[src/rtl/tx_stream_pacer.sv]
// Paces bursty freq/AM stream writes into one paired sample every DIVIDE clocks.
// Also tracks transmitter enable and raises a sticky flag when a sample is missed.
module tx_stream_pacer #(
  parameter int unsigned DEPTH   = 16,
  parameter int unsigned DIVIDE  = 250,
  parameter int unsigned AM_BITS = 10
) (
  input  logic               clk,
  input  logic               rst,
  input  logic [31:0]        input_tx_freq,
  input  logic               input_tx_freq_stb,
  output logic               input_tx_freq_ack,
  input  logic [31:0]        input_tx_am,
  input  logic               input_tx_am_stb,
  output logic               input_tx_am_ack,
  input  logic [31:0]        input_tx_ctl,
  input  logic               input_tx_ctl_stb,
  output logic               input_tx_ctl_ack,
  output logic [31:0]        freq_word,
  output logic [AM_BITS-1:0] am_level,
  output logic               tx_en,
  output logic               sample_stb,
  output logic               underrun
);

  localparam int unsigned AW = $clog2(DEPTH);
  localparam int unsigned CW = $clog2(DIVIDE);
  localparam logic [AW:0]   FULL = (AW+1)'(DEPTH);
  localparam logic [AW:0]   HALF = (AW+1)'(DEPTH / 2);
  localparam logic [CW-1:0] LAST = CW'(DIVIDE - 1);

  typedef enum logic [1:0] {IDLE, PRIME, RUN} state_t;

  logic [31:0]        freq_mem [DEPTH];
  logic [AM_BITS-1:0] am_mem   [DEPTH];
  logic [AW-1:0]      f_wr_q, f_rd_q, a_wr_q, a_rd_q;
  logic [AW:0]        f_cnt_q, a_cnt_q;
  logic [CW-1:0]      tick_q;
  state_t             state_q;
  logic               enable_q, tx_en_q, sample_stb_q, underrun_q;
  logic [31:0]        freq_word_q;
  logic [AM_BITS-1:0] am_level_q;

  logic ctl_fire, flush, en_d, f_push, a_push, tick, both_avail, pop;
  logic unused_bits;

  // A control word takes effect on its own accept edge, so a disable or flush
  // coinciding with a tick wins over the tick.
  always_comb begin
    input_tx_ctl_ack  = !rst;
    ctl_fire          = input_tx_ctl_stb && input_tx_ctl_ack;
    flush             = ctl_fire && input_tx_ctl[1];
    en_d              = ctl_fire ? input_tx_ctl[0] : enable_q;
    input_tx_freq_ack = !rst && (f_cnt_q != FULL) && !flush;
    input_tx_am_ack   = !rst && (a_cnt_q != FULL) && !flush;
    f_push            = input_tx_freq_stb && input_tx_freq_ack;
    a_push            = input_tx_am_stb && input_tx_am_ack;
    tick              = (state_q == RUN) && (tick_q == LAST);
    both_avail        = (f_cnt_q != '0) && (a_cnt_q != '0);
    pop               = tick && en_d && !flush && both_avail;
  end

  assign unused_bits = ^{input_tx_am[31:AM_BITS], input_tx_ctl[31:2]};

  always_ff @(posedge clk) begin
    if (f_push) freq_mem[f_wr_q] <= input_tx_freq;
    if (a_push) am_mem[a_wr_q]   <= input_tx_am[AM_BITS-1:0];
  end

  always_ff @(posedge clk) begin
    if (rst || flush) begin
      f_wr_q  <= '0;
      f_rd_q  <= '0;
      f_cnt_q <= '0;
      a_wr_q  <= '0;
      a_rd_q  <= '0;
      a_cnt_q <= '0;
    end else begin
      if (f_push) f_wr_q <= f_wr_q + 1'b1;
      if (a_push) a_wr_q <= a_wr_q + 1'b1;
      if (pop) begin
        f_rd_q <= f_rd_q + 1'b1;
        a_rd_q <= a_rd_q + 1'b1;
      end
      case ({f_push, pop})
        2'b10:   f_cnt_q <= f_cnt_q + 1'b1;
        2'b01:   f_cnt_q <= f_cnt_q - 1'b1;
        default: f_cnt_q <= f_cnt_q;
      endcase
      case ({a_push, pop})
        2'b10:   a_cnt_q <= a_cnt_q + 1'b1;
        2'b01:   a_cnt_q <= a_cnt_q - 1'b1;
        default: a_cnt_q <= a_cnt_q;
      endcase
    end
  end

  always_ff @(posedge clk) begin
    if (rst) begin
      state_q      <= IDLE;
      enable_q     <= 1'b0;
      tick_q       <= '0;
      tx_en_q      <= 1'b0;
      sample_stb_q <= 1'b0;
      underrun_q   <= 1'b0;
      freq_word_q  <= '0;
      am_level_q   <= '0;
    end else begin
      enable_q     <= en_d;
      sample_stb_q <= 1'b0;
      if (flush) underrun_q <= 1'b0;
      if (!en_d) begin
        state_q    <= IDLE;
        tx_en_q    <= 1'b0;
        am_level_q <= '0;
        tick_q     <= '0;
      end else begin
        tx_en_q <= 1'b1;
        case (state_q)
          IDLE: begin
            state_q <= PRIME;
            tick_q  <= '0;
          end
          PRIME: begin
            tick_q <= '0;
            if (!flush && (f_cnt_q >= HALF) && (a_cnt_q >= HALF)) state_q <= RUN;
          end
          default: begin
            if (flush) begin
              state_q    <= PRIME;
              am_level_q <= '0;
              tick_q     <= '0;
            end else if (tick) begin
              tick_q <= '0;
              if (both_avail) begin
                freq_word_q  <= freq_mem[f_rd_q];
                am_level_q   <= am_mem[a_rd_q];
                sample_stb_q <= 1'b1;
              end else begin
                underrun_q <= 1'b1;
                am_level_q <= '0;
                state_q    <= PRIME;
              end
            end else begin
              tick_q <= tick_q + 1'b1;
            end
          end
        endcase
      end
    end
  end

  assign freq_word  = freq_word_q;
  assign am_level   = am_level_q;
  assign tx_en      = tx_en_q;
  assign sample_stb = sample_stb_q;
  assign underrun   = underrun_q;

endmodule

[config.mk]
export PLATFORM = sky130hd
export DESIGN_NAME = tx_stream_pacer
export DESIGN_NICKNAME = d
export VERILOG_FILES = /design/src/rtl/tx_stream_pacer.sv
export SDC_FILE = /design/constraint.sdc
export NUM_CORES = 1
export LEC_CHECK = 0
export BUFFER_PORTS_ARGS = -buffer_cell sky130_fd_sc_hd__buf_4
export CAP_MARGIN = 20
export CORE_MARGIN = 2
export CORE_UTILIZATION = 35
export DETAILED_ROUTE_END_ITERATION = 8
export SETUP_SLACK_MARGIN = 0.3
export SLEW_MARGIN = 20
export SYNTH_ARGS = -nofsm -noshare
export SYNTH_HDL_FRONTEND = slang
export SYNTH_SLANG_ARGS = --single-unit
[constraint.sdc]
create_clock -name clk -period 6.1 [get_ports clk]
set_input_delay 1.22 -clock clk [delete_from_list [all_inputs] [get_ports clk]]
set_output_delay 1.22 -clock clk [all_outputs]
set_load 0.005 [all_outputs]
-- Word-level counts from Yosys, hierarchy flattened
Memories as Yosys holds them, arrays and structs flattened. A register that Yosys moved wholly into a read port is not among the register bits.
Index checks and enable logic that the tools add are counted.
- reductions and logical operators: 32
- $lt $le $gt $ge: 2
- bitwise logic cells: 4
- $add $sub $neg: 9
- equality and inequality tests: 11
- multiplexer cells: 25
- operators with widths (kind ; number):
    two-way mux 10 bit ; 3
    case mux 5 bit (2 select lines) ; 2
    adder 4 x 1 -> 4 bit, second input constant ; 4
    logical AND 1 bit ; 15
    two-way mux 1 bit ; 13
    OR reduction 6 bit ; 2
    adder 5 x 1 -> 5 bit, second input constant ; 2
    greater-or-equal comparator 5 x 4 -> 1 bit, second input constant ; 2
    inequality test 5 bit, second input constant ; 2
    nonzero test 5 bit ; 2
    subtractor 5 x 1 -> 5 bit, second input constant ; 2
    adder 8 x 1 -> 8 bit, second input constant ; 1
    equality test 8 bit, second input constant ; 1
    two-way mux 2 bit ; 4
    two-way mux 4 bit ; 2
    equality test 2 x 1 -> 1 bit, second input constant ; 3
    equality test 2 bit, second input constant ; 3
    nonzero test 2 bit ; 3
    AND reduction 5 bit ; 1
    inequality test 4 x 2 -> 1 bit, second input constant ; 1
    inverter 1 bit ; 4
    case mux 2 bit (2 select lines) ; 1
    nonzero test 4 bit ; 1
    OR reduction 2 bit ; 2
    6 further kinds ; 7
- RAM bits: 672
- register bits after elaboration: 50
- bits of input ports: 101
- memories: 2
- memory list (memory ; words ; width ; rd ports ; clocked after Yosys merged registers in ; write ports ; RTL line ; source):
    freq_mem ; 16 ; 32 ; 1 ; 1 ; 1 ; 34 ; logic [31:0] freq_mem [DEPTH];
    am_mem ; 16 ; 10 ; 1 ; 1 ; 1 ; 35 ; logic [AM_BITS-1:0] am_mem [DEPTH];

-- Longest topological paths before layout
- word-level depth: 9
- gate-level depth with buffers: 14
- gate-level depth less buffers: 13

-- Least setup slack after synthesis
Ideal clock, no wire load.
- path kind: input-to-reg
- start point: input input_tx_ctl[1]
- end point: memory freq_mem[3][0] (enable)
- setup time: 0.461 ns
- cell stages on the path: 4
- arrival: 4.321 ns
- slack: 1.319 ns
- path through: a21o_1 > a211oi_2 > nand2_1 > nor3_1
- word-level cells in the longest chain between the ends: 6
- ends and longest elaborated chain (item ; RTL line ; source):
    from (decl) ; 16 ; input logic [31:0] input_tx_ctl,
    logical AND 1 bit ; 52 ; flush = ctl_fire && input_tx_ctl[1];
    zero test 1 bit ; 54 ; input_tx_freq_ack = !rst && (f_cnt_q != FULL) && !flush;
    logical AND 1 bit ; 54 ;
    logical AND 1 bit ; 56 ; f_push = input_tx_freq_stb && input_tx_freq_ack;
    two-way mux 1 bit ; 66 ; if (f_push) freq_mem[f_wr_q] <= input_tx_freq;
    two-way mux 1 bit (not written as such) ; 66 ;
    to (decl) ; 34 ;
Every way passes these cells.

-- Worst setup path in the final report
- start point: input rst
- end point: register f_cnt_q[4]
- word-level cells in the longest chain between the ends: 8
- elaborated cells between the ends (all ways): 16
- ends and longest elaborated chain (item ; RTL line ; source):
    from (decl) ; 9 ; input logic rst,
    zero test 1 bit ; 50, 54 ;
    logical AND 1 bit ; 51 ; ctl_fire = input_tx_ctl_stb && input_tx_ctl_ack;
    two-way mux 1 bit / logical AND 1 bit (equally long branches) ; 53, 52 ;
    logical AND 1 bit / zero test 1 bit (equally long branches) ; 60, 54 ;
    logical AND 1 bit (on tied branches) ; 60, 54 ;
    logical AND 1 bit (on tied branches) ; 60, 56 ;
    equality test 2 x 1 -> 1 bit / equality test 2 bit (equally long branches) ; 85 ; case ({f_push, pop})
    case mux 5 bit (2 select lines) / nonzero test 2 bit (equally long branches) ; - ;
    to (signal assigned) ; 86 ; 2'b10: f_cnt_q <= f_cnt_q + 1'b1;
    to (signal assigned) ; 87 ; 2'b01: f_cnt_q <= f_cnt_q - 1'b1;
    to (signal assigned) ; 88 ; default: f_cnt_q <= f_cnt_q;
    to (decl) ; 37 ; logic [AW:0] f_cnt_q, a_cnt_q;
Parallel ways exist; a longest one is shown, timed or not.
A chain may end at the register's enable or synchronous reset.

==> Flow_metrics.wiki <==
{| class="wikitable"
! Metric !! Value
|-
| Post-DRT Antenna Nets || 0
|-
| Final #Nets || 1,687
|-
| GR Util All Layers || 14.8%
|-
| Clock insertion delay at the later pin of the skew report || 0.63 ns
|-
| Height of the chip || 291 um
|-
| # clock sinks || 757
|-
| DR pass1 iterations || 5
|-
| Via density || 5.16
|-
| Area Growth Syn to Fin || 16.9%
|-
| Gp weighted congestion || 0.719
|-
| Number of fillers in the final layout || 7,206
|-
| End point of the worst hold path || freq_word[5]$_SDFFE_PP0P_
|-
| Starting density of the core || 35.2%
|-
| Clock buffer count from CTS || 79
|-
| Sum of net half-perimeters after detailed placement || 35,800 um
|-
| Top-level port count || 149
|-
| Number of library cell types mapped by synthesis || 44
|-
| Cell with the largest stage delay on the worst path || sky130_fd_sc_hd__a211oi_2
|-
| Cells taking the most area after synthesis || sky130_fd_sc_hd__edfxtp_1 (70%), sky130_fd_sc_hd__mux4_2 (13%), sky130_fd_sc_hd__dfxtp_1 (5.9%)
|-
| Largest net degree at the start of global routing || 93
|-
| Post-Syn Instances || 1,428
|-
| Setup violators final || 0
|-
| Sequential fraction of the synthesis area || 76.1%
|-
| Layout cell share with drive strength beyond 1 || 28.1%
|-
| Core region area || 81,700 um2
|-
| Number of violations reported at the end of detailed-routing iteration 0 || 974
|-
| Synth Net Count || 1,549
|-
| Setup TNS Final || 0 ns
|-
| Max-slew headroom || 28.2%
|-
| R2r startpoint || tick_q[0]$_SDFF_PP0_
|-
| Arr. time, crit path || 4.34 ns
|-
| Number of cells on the worst reg-to-reg path || 13
|-
| Worst reg-to-reg setup slack || 2.80 ns
|-
| Buffers & Inverters on Critical Path || 2
|-
| GRT overflow || 0
|-
| Number of enable flip-flop cells after synthesis || 672
|-
| RSZ-0062 raised after global routing || no
|-
| Post-CTS setup-driven buffer insertion count || 0
|-
| Antenna violations before repair || 4
|-
| Post-synthesis register bit count || 757
|-
| Combined area of the multi-input logic cells || 6650 um2
|-
| Worst supply voltage drop on vdd || 0.203 mV
|-
| Syn Std Cell Area || 28,700 um2
|-
| Startpoint of the most critical hold path || freq_word[5]$_SDFFE_PP0P_
|-
| Post-synth top flop || sky130_fd_sc_hd__edfxtp_1
|-
| Library cell with the highest instance count after synthesis || sky130_fd_sc_hd__edfxtp_1
|-
| TritonCTS clock tree || done
|-
| Family with the most delay on the worst path || compound AO/OA/AOI/OAI gates
|-
| Slew Viols, Final || 0
|-
| Wirelength per Cell || 23.0 um
|-
| CP max stage delay || 0.77 ns
|-
| Leakage component of the power || 10.6 nW
|-
| Total of cells resized after clock tree synthesis || 0
|-
| Full die area || 84,400 um2
|-
| Global-route wire length before repair || 93,500 um
|-
| Clock period minus final worst setup slack || 3.83 ns
|-
| Max-cap viol count || 0
|-
| Site Rows || 105
|-
| Total Wirelength || 62,000 um
|-
| RR Endpoint || a_cnt_q[4]$_SDFFE_PP0P_
|-
| Top cell types by occurrence after synthesis || sky130_fd_sc_hd__edfxtp_1 (672), sky130_fd_sc_hd__mux4_2 (168), sky130_fd_sc_hd__dfxtp_1 (85)
|-
| Most area-hungry cell type in the Yosys netlist || sky130_fd_sc_hd__edfxtp_1
|-
| Share of the clock period used by the worst path || 62.8%
|-
| FFs w/ async S/R, synth || 0%
|-
| Antenna cells || 0
|-
| Run status || finished, final reports clean
|-
| Series of cell instances along the critical path || buf_4 -> a21o_1 -> a211oi_2 -> inv_1 -> ha_1 -> xor2_1 -> ha_1 -> o21a_1 -> o21a_1 -> o21ai_0 -> a211oi_1 -> a31o_2
|-
| WHS Path Cells || 1
|-
| Worst hold path class || reg2reg
|-
| F_max || 0.261 GHz
|-
| DR vias || 13,900
|-
| Register cell area after layout || 21,900 um2
|-
| Total power after layout || 0.0106 W
|-
| Kind of start point of the critical path || input pin
|-
| Max Fanout on Critical Path || 13
|-
| CTS Root Buffer Type || sky130_fd_sc_hd__clkbuf_16
|-
| Count of unresolved DRC violations after routing || 0
|-
| Final hold vios || 0
|-
| Worst-case clock skew || 0.0449 ns
|-
| H-tree lvl count || 3
|-
| Synth Warn # || 0
|-
| CTS Hold Buffers Added || 0
|-
| Port-buffer cells || 96
|-
| Worst-Margin Slew || 1.07 ns
|-
| Clock transition at the registers of the reported paths || 0.06 ns
|-
| Clock Path Buffers || 3
|-
| Fraction of synthesized cell area taken by the top area cell type || 70.2%
|-
| Pwr dens || 315 nW/um2
|-
| Via count of the first global-routing pass || 14,600
|-
| Mean area per synthesized cell || 20.1 um2
|-
| Worst Path Class, Setup || in2reg
|-
| Die X || 291 um
|-
| Critical path capture point type || flip-flop
|-
| Critical path required time || 6.61 ns
|}
## per-stage QoR
step	hold slack [ns]	setup slack [ns]	util (%)	cell area (um2)	std cells
after detailed placement	0.470	1.53	37.9	31000	2555
after global placement	0.453	1.56	37.9	31000	2554
after CTS	0.486	2.21	41.1	33600	2702
after floorplan	0.441	1.32	-	28700	1428
after global routing	0.504	2.00	41.1	33600	2702
final	0.483	2.27	41.1	33600	2702
## report_power, final
| part | internal (W) | switching (W) | leakage [nW] |
|---|---|---|---|
| sequential | 0.00565 | 0.00000672 | 6.74 |
| clock | 0.00276 | 0.00199 | 1.26 |
| combinational | 0.0000531 | 0.000118 | 2.61 |
## state kept, by name, indices dropped and copies added (netlist names), 2 cells and up, named ones only
signal     flops
freq_mem     512
f_wr_q         4
tick_q         8
a_wr_q         4
f_cnt_q        5
a_rd_q         4
freq_word     32
f_rd_q         4
am_level      10
state_q        2
a_cnt_q        5
am_mem       160
## layer usage
metal  up-vias  global-route usage [%]  share of wire [%]
met5         -                       0              0.079
met4         8                    3.48                1.7
met3        86                    3.24                5.3
met2       338                    25.8                 51
met1      7351                    18.9                 41
li1       6154                       -                  -
## cell type report
type / instances / share of cell area [%]
timing repair buffer: 135 / 3.06
tap: 1070 / 3.99
clock buffer: 109 / 6.55
multi-input combinational: 575 / 19.8
inverter: 18 / 0.201
clock inverter: 38 / 1.23
sequential: 757 / 65.2
## cell families after synthesis
group                      count (synthesis)  share of synthesized area, %
AOI/OAI and AO/OA                        176                          4.58
xor gates and xnor gates                  23                         0.701
and+or+nand+nor                          182                          2.95
DFF                                      757                          76.1
adders and majority gates                 20                         0.871
buffers and inverters                     96                          1.37
muxes                                    174                          13.4
## how the worst max path moves through the flow
stage / startpoint / depth (start not counted) / end / slack, ns
finish: rst / 12 / f_cnt_q[4]$_SDFFE_PP0P_ / 2.27
global route: rst / 12 / f_cnt_q[4]$_SDFFE_PP0P_ / 2.00
CTS: rst / 6 / freq_mem[7][2]$_DFFE_PP_ / 2.21
detailed placement: rst / 6 / freq_mem[7][2]$_DFFE_PP_ / 1.53
global placement: rst / 12 / f_cnt_q[4]$_SDFFE_PP0P_ / 1.56
floorplan: input_tx_ctl[1] / 4 / freq_mem[3][0]$_DFFE_PP_ / 1.32
## placed cells by master, fill, tap and decap left out, types with 5 or more instances in the layout
cell	count
sky130_fd_sc_hd__a21oi_1	19
sky130_fd_sc_hd__a22o_1	43
sky130_fd_sc_hd__a22oi_1	84
sky130_fd_sc_hd__buf_4	134
sky130_fd_sc_hd__bufinv_16	5
sky130_fd_sc_hd__clkbuf_1	20
sky130_fd_sc_hd__clkbuf_16	80
sky130_fd_sc_hd__clkbuf_8	9
sky130_fd_sc_hd__clkinv_1	14
sky130_fd_sc_hd__clkinv_2	9
sky130_fd_sc_hd__dfxtp_1	82
sky130_fd_sc_hd__edfxtp_1	672
sky130_fd_sc_hd__ha_1	20
sky130_fd_sc_hd__inv_1	18
sky130_fd_sc_hd__mux2i_1	6
sky130_fd_sc_hd__mux4_2	168
sky130_fd_sc_hd__nand2_1	60
sky130_fd_sc_hd__nand2b_1	8
sky130_fd_sc_hd__nand3_1	10
sky130_fd_sc_hd__nor2_1	42
sky130_fd_sc_hd__nor2_4	15
sky130_fd_sc_hd__nor2b_1	5
sky130_fd_sc_hd__nor3_2	8
sky130_fd_sc_hd__o21ai_0	10
sky130_fd_sc_hd__or3_1	5
sky130_fd_sc_hd__xnor2_1	6
sky130_fd_sc_hd__xor2_1	17
Note: power is estimated with default switching activity, not from simulation.
